`config.mk`:
```
export PLATFORM = sky130hd
export DESIGN_NAME = traceback_ctrl
export DESIGN_NICKNAME = d
export VERILOG_FILES = /design/src/rtl/traceback_ctrl_pkg.sv /design/src/rtl/traceback_ctrl_tb_mem.sv /design/src/rtl/traceback_ctrl.sv
export SDC_FILE = /design/constraint.sdc
export NUM_CORES = 1
export LEC_CHECK = 0
export BUFFER_PORTS_ARGS = -buffer_cell sky130_fd_sc_hd__buf_2
export CAP_MARGIN = 20
export CORE_ASPECT_RATIO = 1.2
export CORE_MARGIN = 2
export CORE_UTILIZATION = 61
export CTS_BUF_LIST = sky130_fd_sc_hd__clkbuf_16
export DETAILED_ROUTE_END_ITERATION = 16
export GPL_TIMING_DRIVEN = 0
export HOLD_SLACK_MARGIN = 0.02
export PLACE_DENSITY = 0.86
export SLEW_MARGIN = 25
export SYNTH_ARGS = -nofsm -noshare
export SYNTH_HDL_FRONTEND = slang
export SYNTH_SLANG_ARGS = --single-unit
```
`constraint.sdc`:
```
create_clock -name clk -period 2.8 [get_ports clk]
set_clock_uncertainty 0.05 [all_clocks]
set_input_delay 0.14 -clock clk [delete_from_list [all_inputs] [get_ports clk]]
set_output_delay 0.14 -clock clk [all_outputs]
set_load 0.01 [all_outputs]
```
`src/rtl/traceback_ctrl_pkg.sv`:
```
// traceback_ctrl_pkg: shared FSM encoding, trellis state width and predecessor helper
package traceback_ctrl_pkg;
  localparam int ST_W = 2;
  typedef enum logic [2:0] {COLLECT, LATCH, TRACE, EMIT, CLEAR} fsm_t;
  function automatic logic [ST_W-1:0] pred_state(input logic [ST_W-1:0] n, input logic [2**ST_W-1:0] dec);
    return {n[0], dec[n]};
  endfunction
endpackage

```
`src/rtl/traceback_ctrl_tb_mem.sv`:
```
// tb_mem: survivor decision memory plus decoded-bit buffer, shared write/read addresses, combinational read
module tb_mem #(
  parameter int DEPTH = 16
) (
  input  logic                     clk,
  input  logic                     dec_we,
  input  logic                     bit_we,
  input  logic [$clog2(DEPTH)-1:0] waddr,
  input  logic [$clog2(DEPTH)-1:0] raddr,
  input  logic [3:0]               wdec,
  input  logic                     wbit,
  output logic [3:0]               rdec,
  output logic                     rbit
);
  logic [3:0] dec_mem [DEPTH];
  logic       bit_mem [DEPTH];
  // write decisions while collecting and decoded bits while tracing
  always_ff @(posedge clk) begin
    if (dec_we) dec_mem[waddr] <= wdec;
    if (bit_we) bit_mem[waddr] <= wbit;
  end
  assign rdec = dec_mem[raddr];
  assign rbit = bit_mem[raddr];
endmodule

```
`src/rtl/traceback_ctrl.sv`:
```
// traceback_ctrl: collects ACS decisions per frame, traces back from the best state and emits bits in order
module traceback_ctrl
  import traceback_ctrl_pkg::*;
#(
  parameter int DEPTH = 16
) (
  input  logic            clk,
  input  logic            rst,
  input  logic            in_valid,
  input  logic [3:0]      in_dec,
  input  logic            in_last,
  output logic            in_ready,
  input  logic [ST_W-1:0] min_state,
  output logic            acs_en,
  output logic            acs_clr,
  output logic            out_valid,
  output logic            out_bit,
  output logic            out_last,
  input  logic            out_ready,
  output logic            ovf
);
  localparam int AW = $clog2(DEPTH);
  fsm_t            state, nxt;
  logic [AW-1:0]   wr_ptr, idx;
  logic [AW:0]     len;
  logic [ST_W-1:0] n;
  logic [3:0]      rdec;
  logic            rbit, full, last_out, tracing;
  assign full     = wr_ptr == AW'(DEPTH - 1);
  assign last_out = {1'b0, idx} == len - 1'b1;
  assign tracing  = state == TRACE;
  // state register
  always_ff @(posedge clk) state <= rst ? COLLECT : nxt;
  // next-state logic
  always_comb begin
    nxt = state;
    unique case (state)
      COLLECT: nxt = acs_en && (in_last || full) ? LATCH : COLLECT;
      LATCH:   nxt = TRACE;
      TRACE:   nxt = idx == '0 ? EMIT : TRACE;
      EMIT:    nxt = out_ready && last_out ? CLEAR : EMIT;
      CLEAR:   nxt = COLLECT;
      default: nxt = COLLECT;
    endcase
  end
  // outputs, forced quiet while reset is held
  always_comb begin
    in_ready  = !rst && state == COLLECT;
    acs_en    = in_ready && in_valid;
    acs_clr   = !rst && state == CLEAR;
    out_valid = !rst && state == EMIT;
    out_bit   = out_valid && rbit;
    out_last  = out_valid && last_out;
  end
  // frame bookkeeping: write pointer, length, trace index and current trellis state
  always_ff @(posedge clk) begin
    if (rst) begin
      wr_ptr <= '0;
      len    <= '0;
      idx    <= '0;
      n      <= '0;
      ovf    <= 1'b0;
    end else begin
      if (acs_en) begin
        wr_ptr <= wr_ptr + 1'b1;
        len    <= {1'b0, wr_ptr} + 1'b1;
        ovf    <= ovf | (full & ~in_last);
      end
      if (state == LATCH) begin
        n   <= min_state;
        idx <= AW'(len - 1'b1);
      end
      if (tracing) begin
        n   <= pred_state(n, rdec);
        idx <= idx == '0 ? '0 : idx - 1'b1;
      end
      if (out_valid && out_ready) idx <= idx + 1'b1;
      if (state == CLEAR) wr_ptr <= '0;
    end
  end
  tb_mem #(.DEPTH(DEPTH)) u_mem (
    .clk   (clk),
    .dec_we(acs_en),
    .bit_we(tracing),
    .waddr (tracing ? idx : wr_ptr),
    .raddr (idx),
    .wdec  (in_dec),
    .wbit  (n[1]),
    .rdec  (rdec),
    .rbit  (rbit)
  );
endmodule

```
==> results of run 1 <==
per-layer routing:
| metal | share of wire, % | vias to the layer above | GRT usage (%) |
|---|---|---|---|
| met5 | 0 | - | 0 |
| li1 | - | 1351 | - |
| met1 | 37 | 1423 | 33.4 |
| met2 | 49 | 199 | 42.2 |
| met4 | 5.4 | 0 | 13.4 |
| met3 | 8.5 | 41 | 4.56 |
area by class of cell:
class	instances	area, sq um	area share [%]
Inverter	5	18.8	0.369
Timing Repair Buffer	16	80.1	1.57
Clock buffer	9	225	4.42
Sequential cell	103	2860	56.2
Buffer	22	110	2.16
Tap cell	90	113	2.21
Clock inverter	7	66.3	1.30
Multi-Input combinational cell	212	1620	31.7
state kept, by name (all words and copies together) (netlist names), named ones only:
register	cells
len	5
u_mem.dec_mem	64
idx	4
state	3
ovf	1
wr_ptr	4
u_mem.bit_mem	16
n	2
per-stage QoR:
step / hold WS [ps] / instances
floorplan: 189 / 342
global placement: 371 / 448
detailed placement: 385 / 448
CTS: 34.1 / 464
global route: 43.8 / 464
finish: 53.8 / 464
cell usage in the layout, fill, tap and decap left out, types with 7 or more instances in the layout:
| cell type | synthesis | routed |
|---|---|---|
| edfxtp_1 | 80 | 80 |
| nor2_1 | 51 | 51 |
| buf_2 | 10 | 26 |
| dfxtp_1 | 23 | 23 |
| nand2_1 | 22 | 22 |
| mux4_2 | 13 | 13 |
| a21oi_1 | 12 | 12 |
| nor3_1 | 10 | 10 |
| clkbuf_1 | 9 | 9 |
| clkbuf_16 | 0 | 9 |
| mux4_1 | 8 | 8 |
| a31oi_1 | 7 | 7 |
cell families after synthesis:
group	synth area share, %
AO/OA/AOI/OAI	6.87
buffers and inverters	2.80
multiplexers	12.0
AND/OR/NAND/NOR	13.0
XOR/XNOR	2.09
adder cells (fa/ha/maj)	1.09
flip-flops	62.1
critical path: stages (launching register included):
cell     delay (ps)
dfxtp_1         330
buf_2           210
nor3b_4         420
buf_2           300
nand3_1         190
nand2_1         110
nand2_1         120
nor2_1          380
power by group through the flow:
stage                     combinational (W)  clock, W  sequential, W
final                              0.000509   0.00121        0.00173
after floorplan                    0.000370         0        0.00175
after detailed placement           0.000487         0        0.00176
after global placement             0.000474         0        0.00176
after CTS                          0.000501   0.00122        0.00173
after global routing               0.000547   0.00127        0.00174
cell usage after synthesis, types with 3 or more instances:
cell	number	share of area, %
edfxtp_1	80	52
nor2_1	51	4.2
dfxtp_1	23	10
nand2_1	22	1.8
mux4_2	13	6.4
a21oi_1	12	1.3
buf_2	10	1.1
nor3_1	10	1.1
clkbuf_1	9	0.73
mux4_1	8	4.6
a31oi_1	7	0.95
nand3_1	6	0.65
o21ai_0	6	0.65
xor2_1	6	1.1
a211oi_1	5	0.81
inv_1	5	0.41
mux2i_1	5	1.1
nand2b_1	5	0.68
nor3b_1	5	0.81
xnor2_1	5	0.95
ha_1	4	1.1
o211ai_1	4	0.65
o22ai_1	4	0.54
a21o_1	3	0.49
and2_1	3	0.41
nand3b_1	3	0.49
nor2b_1	3	0.41
o21a_1	3	0.49
worst max path at each step:
| stage | end | slack [ps] | depth (start not counted) |
|---|---|---|---|
| final | u_mem.dec_mem[13][3] | 340 | 7 |
| after CTS | u_mem.dec_mem[2][3] | 360 | 5 |
| after global routing | u_mem.dec_mem[15][2] | 210 | 7 |
| after global placement | u_mem.dec_mem[15][1] | 450 | 7 |
| after detailed placement | u_mem.dec_mem[13][2] | 410 | 7 |
| after floorplan | u_mem.dec_mem[0][0] | 760 | 7 |
==> flow_summary.ini, run 1 <==
[status]
outcome = finished clean

[worst_setup_path]
worst-setup-path-type = register to register
reg2reg_setup_slack_ps = 340
critPathLaunchType = register
arrival_ps = 2410
required_ps = 2750
endpoint_kind = register
r2r_cells = 7
setup.worst_path.start = state[1]
crit-reg2reg-capture = u_mem.dec_mem[13][3]
worst-path-max-fanout = 10
r2r-start = state[1]

[hold_path]
hold_path_depth = 3
hp-start = min_state[1]
hold_path_end = n[1]
min_path_type = primary input to register

[clock_network]
cts_tree = yes
clk_pin_slew_ps = 70
clk_path_buf_depth = 2
clock_latency_ps = 350
post_cts_resized = 0
cts_setup_buffers = 0
cts_made_buffers = 9
cts.sinks = 103
htreeDepth = 3
ctsHoldBuffers = 0
cts_root_buf = clkbuf_16

[finish]
nets = 384
drive_above_1_share_pct = 16.8
fin_util_pct = 70.0
diodes = 0
final_area_sq_um = 5090
area_delta_synth_final_pct = 10.5
n_fill_cell = 461

[floorplanning]
die_h_um = 99.2
die_w_um = 83.3
dieArea_sq_um = 8270
initial_core_util_pct = 63.3
core_area_sq_um = 7270
pin_count = 18
rows = 34

[sta]
drv_slew = 0
finalSetupViolations = 0
rsz0062_at_grt = no
hold_violations = 0
fmax_ghz = 0.406
period_share_pct = 87.9
worst_pin_slew_ps = 925
relSlewSlack_pct = 38.0
worst_slack_ps = 340
tns_ps = 0
fin_crit_ps = 2460

[logic_synthesis]
synth_nets = 357
ys_warn_count = 0
netlist_instances = 342
synth_seq_cells = 103
syn_area_sq_um = 4610
ys_types = 45
seq_area_frac_synth_pct = 62.1
async_flop_share_pct = 0
synth_edf_count = 80
ys.flop_type = edfxtp_1
avgSynthCellArea_sq_um = 13.5

[placed_design]
gp_congestion = 0.931
postPlaceCellArea_sq_um = 4800
dp_slack_ps = 407
io_buffers = 16
dp_hpwl_um = 6590

[power_and_ir_drop]
switching_power_w = 0.000922
power_frac_comb_pct = 14.8
powerDensity_nw_per_um2 = 677
leakagePower_nw = 1.70
p_total_w = 0.00345
clkPwrFrac_pct = 35.0
sequentialPowerShare_pct = 50.2
switching_share_pct = 26.8
ir_worst_vdd_uv = 533
p_int_w = 0.00252

[routing]
routedWlPerCell_um = 21.6
viasPerCell = 6.50
wirelength_um = 10000
drc = 0
drtIter0Drc = 506
vias = 3014
drt_first_pass_iters = 5
ant_nets = 0

[global_routing]
antenna_found_initial = 0
grt_pass1_vias = 2855
grt_pass1_wl_um = 15800
grt_remaining_overflow = 0
grt_max_degree = 20
grt_use_total_pct = 25.8

[flow_run]
cap_violations = 0
No activity file was read; power rests on OpenSTA's default activity.
==> run 2, diff against run 1 <==
--- a/config.mk
+++ b/config.mk
@@ -7,9 +7,10 @@
 export LEC_CHECK = 0
 export BUFFER_PORTS_ARGS = -buffer_cell sky130_fd_sc_hd__buf_2
 export CAP_MARGIN = 20
-export CORE_ASPECT_RATIO = 1.2
+export CELL_PAD_IN_SITES_DETAIL_PLACEMENT = 0
+export CELL_PAD_IN_SITES_GLOBAL_PLACEMENT = 1
 export CORE_MARGIN = 2
-export CORE_UTILIZATION = 61
+export CORE_UTILIZATION = 51
 export CTS_BUF_LIST = sky130_fd_sc_hd__clkbuf_16
 export DETAILED_ROUTE_END_ITERATION = 16
 export GPL_TIMING_DRIVEN = 0
@@ -18,4 +19,5 @@
 export SLEW_MARGIN = 25
 export SYNTH_ARGS = -nofsm -noshare
 export SYNTH_HDL_FRONTEND = slang
+export SYNTH_HIERARCHICAL = 1
 export SYNTH_SLANG_ARGS = --single-unit
==> flow_summary.ini, run 2 <==
[placed_design]
dp_hpwl_um = 6020
dp_slack_ps = -196
io_buffers = 16
gp_congestion = 0.767

[worst_setup_path]
worst-setup-path-type = register to register
slowest_stage = or3b_1
required_ps = 2750
crit_path_cell_trace = buf_6 > or3b_1 > buf_6 > clkbuf_1 > nand2_1 > o21ai_0 > or2_2 > clkbuf_1 > nor2_1
worst-path-max-fanout = 10
critPathLaunchType = register
arrival_ps = 2750
endpoint_kind = register
max_stage_delay_ps = 390

[clock_network]
cts.sinks = 99
htreeDepth = 3
cts_root_buf = clkbuf_16
clk_pin_slew_ps = 70
clock_latency_ps = 340
clk_path_buf_depth = 2
cts_tree = yes
cts_made_buffers = 9

[floorplanning]
rows = 34
dieArea_sq_um = 9610
pin_count = 18
die_h_um = 98.1
core_area_sq_um = 8640
initial_core_util_pct = 52.2
die_w_um = 98.1

[logic_synthesis]
synth_top_cell_by_area = edfxtp_1
synth_seq_cells = 99
avgSynthCellArea_sq_um = 13.7
syn_area_sq_um = 4510
ys_types = 53
yosys-top-cells-count = edfxtp_1 (80), nor2_1 (48), mux4_2 (21)
ys.flop_type = edfxtp_1
ys_warn_count = 6
yosysMostFrequentCell = edfxtp_1
synth_edf_count = 80
seq_area_frac_synth_pct = 61.7
synth_area_leaders = edfxtp_1 (53%), mux4_2 (10%), dfxtp_1 (8.4%)
yosysTopAreaCellShare_pct = 53.2
async_flop_share_pct = 0
synth_nets = 345
netlist_instances = 330

[power_and_ir_drop]
powerDensity_nw_per_um2 = 646
ir_worst_vdd_uv = 346
leakagePower_nw = 1.66

[status]
outcome = finished, violations left
violations = setup timing

[finish]
largest_reg_flops = 64
largestRegisters = u_mem/dec_mem x64, u_mem/bit_mem x16, len x5
final_cell_mix = edfxtp_1 (80), nor2_1 (38), mux4_2 (21)
nets = 373
top_register = u_mem/dec_mem
n_fill_cell = 696
final_common_cell = edfxtp_1
diodes = 0
multiInputGateArea_sq_um = 1600
area_delta_synth_final_pct = 12.0
regArea_sq_um = 2780
drive_above_1_share_pct = 24.0

[global_routing]
grt_pass1_wl_um = 14200
grt_max_degree = 20
antenna_found_initial = 0
grt_use_total_pct = 19.5
grt_remaining_overflow = 0
grt_pass1_vias = 2706

[routing]
vias = 2794
viasPerCell = 5.93
drt_first_pass_iters = 5
drc = 0
routedWlPerCell_um = 18.7
ant_nets = 0
wirelength_um = 8800
drtIter0Drc = 212

[sta]
period_share_pct = 100
tns_ps = -0.419
worst_pin_slew_ps = 616
worst_slack_ps = -0.212
relSlewSlack_pct = 58.5
fin_crit_ps = 2800
rsz0062_at_grt = yes
fmax_ghz = 0.357
finalSetupViolations = 2
hold_violations = 0
drv_slew = 0

[flow_run]
cap_violations = 0

[hold_path]
min_path_type = primary input to register
run 2: stage by stage:
stage               instance area [sq um]  power (W)  hold WS [ps]  utilization (%)  instances
global route                         5050    0.00339           101             58.5        471
floorplan                            4510    0.00198           188                -        330
global placement                     4730    0.00210           315             54.7        454
detailed placement                   4730    0.00210           324             54.7        454
finish                               5050    0.00326          81.6             58.5        471
CTS                                  5030    0.00328          69.2             58.2        471
run 2: kinds of logic after synthesis:
group | count (synthesis) | share of synthesized area [%]
fa+ha+maj | 4 | 1.11
compound gates | 47 | 7.46
buf+inv | 28 | 3.38
simple gates | 119 | 13.2
flops | 99 | 61.7
mux | 23 | 10.9
xor+xnor | 10 | 2.25
run 2: layer usage:
| layer | global-route usage [%] | share of wire (%) |
|---|---|---|
| met1 | 27.0 | 44 |
| met2 | 31.2 | 49 |
| met3 | 3.08 | 5.9 |
| met4 | 8.12 | 1.4 |
| met5 | 0 | 0 |
run 2: final timing paths:
| check | startpoint | end | slack, ps | cells after the start |
|---|---|---|---|---|
| setup / recovery | state[2] | u_mem/dec_mem[4][0] | -0.2 | 9 |
| hold / removal | rst | idx[3] | 80 | 2 |
| setup reg to reg | state[2] | u_mem/dec_mem[4][0] | -0.2 | 9 |
| hold reg to reg | ovf | ovf | 420 | 2 |
run 2: final cells by class:
| cell class | instances | share of cell area (%) |
|---|---|---|
| sequential | 99 | 55.1 |
| multi-input combinational | 203 | 31.7 |
| clock buffer | 9 | 4.46 |
| tap | 108 | 2.67 |
| buffer | 18 | 2.03 |
| timing repair buffer | 17 | 1.78 |
| clock inverter | 7 | 1.29 |
| inverter | 10 | 0.991 |
run 2: what timing repair did:
item | in CTS | in global routing
hold buffers | 1 | 0
setup buffers | 0 | 0
gates resized for setup | 2 | 9
endpoints found under the setup margin | 48 | 52
endpoints found under the hold margin | 2 | 0
run 2: report_power, final:
part           switching, W  leakage (nW)  internal, W
Sequential        0.0000393         0.879      0.00162
Clock              0.000558         0.146     0.000627
Combinational      0.000235         0.636     0.000186
run 2: critical path: cells and delay by family, from the launching register on:
family	cells	cell delay, ps
compound gates	1	140
flops	1	310
simple gates	4	1200
buf+inv	4	760
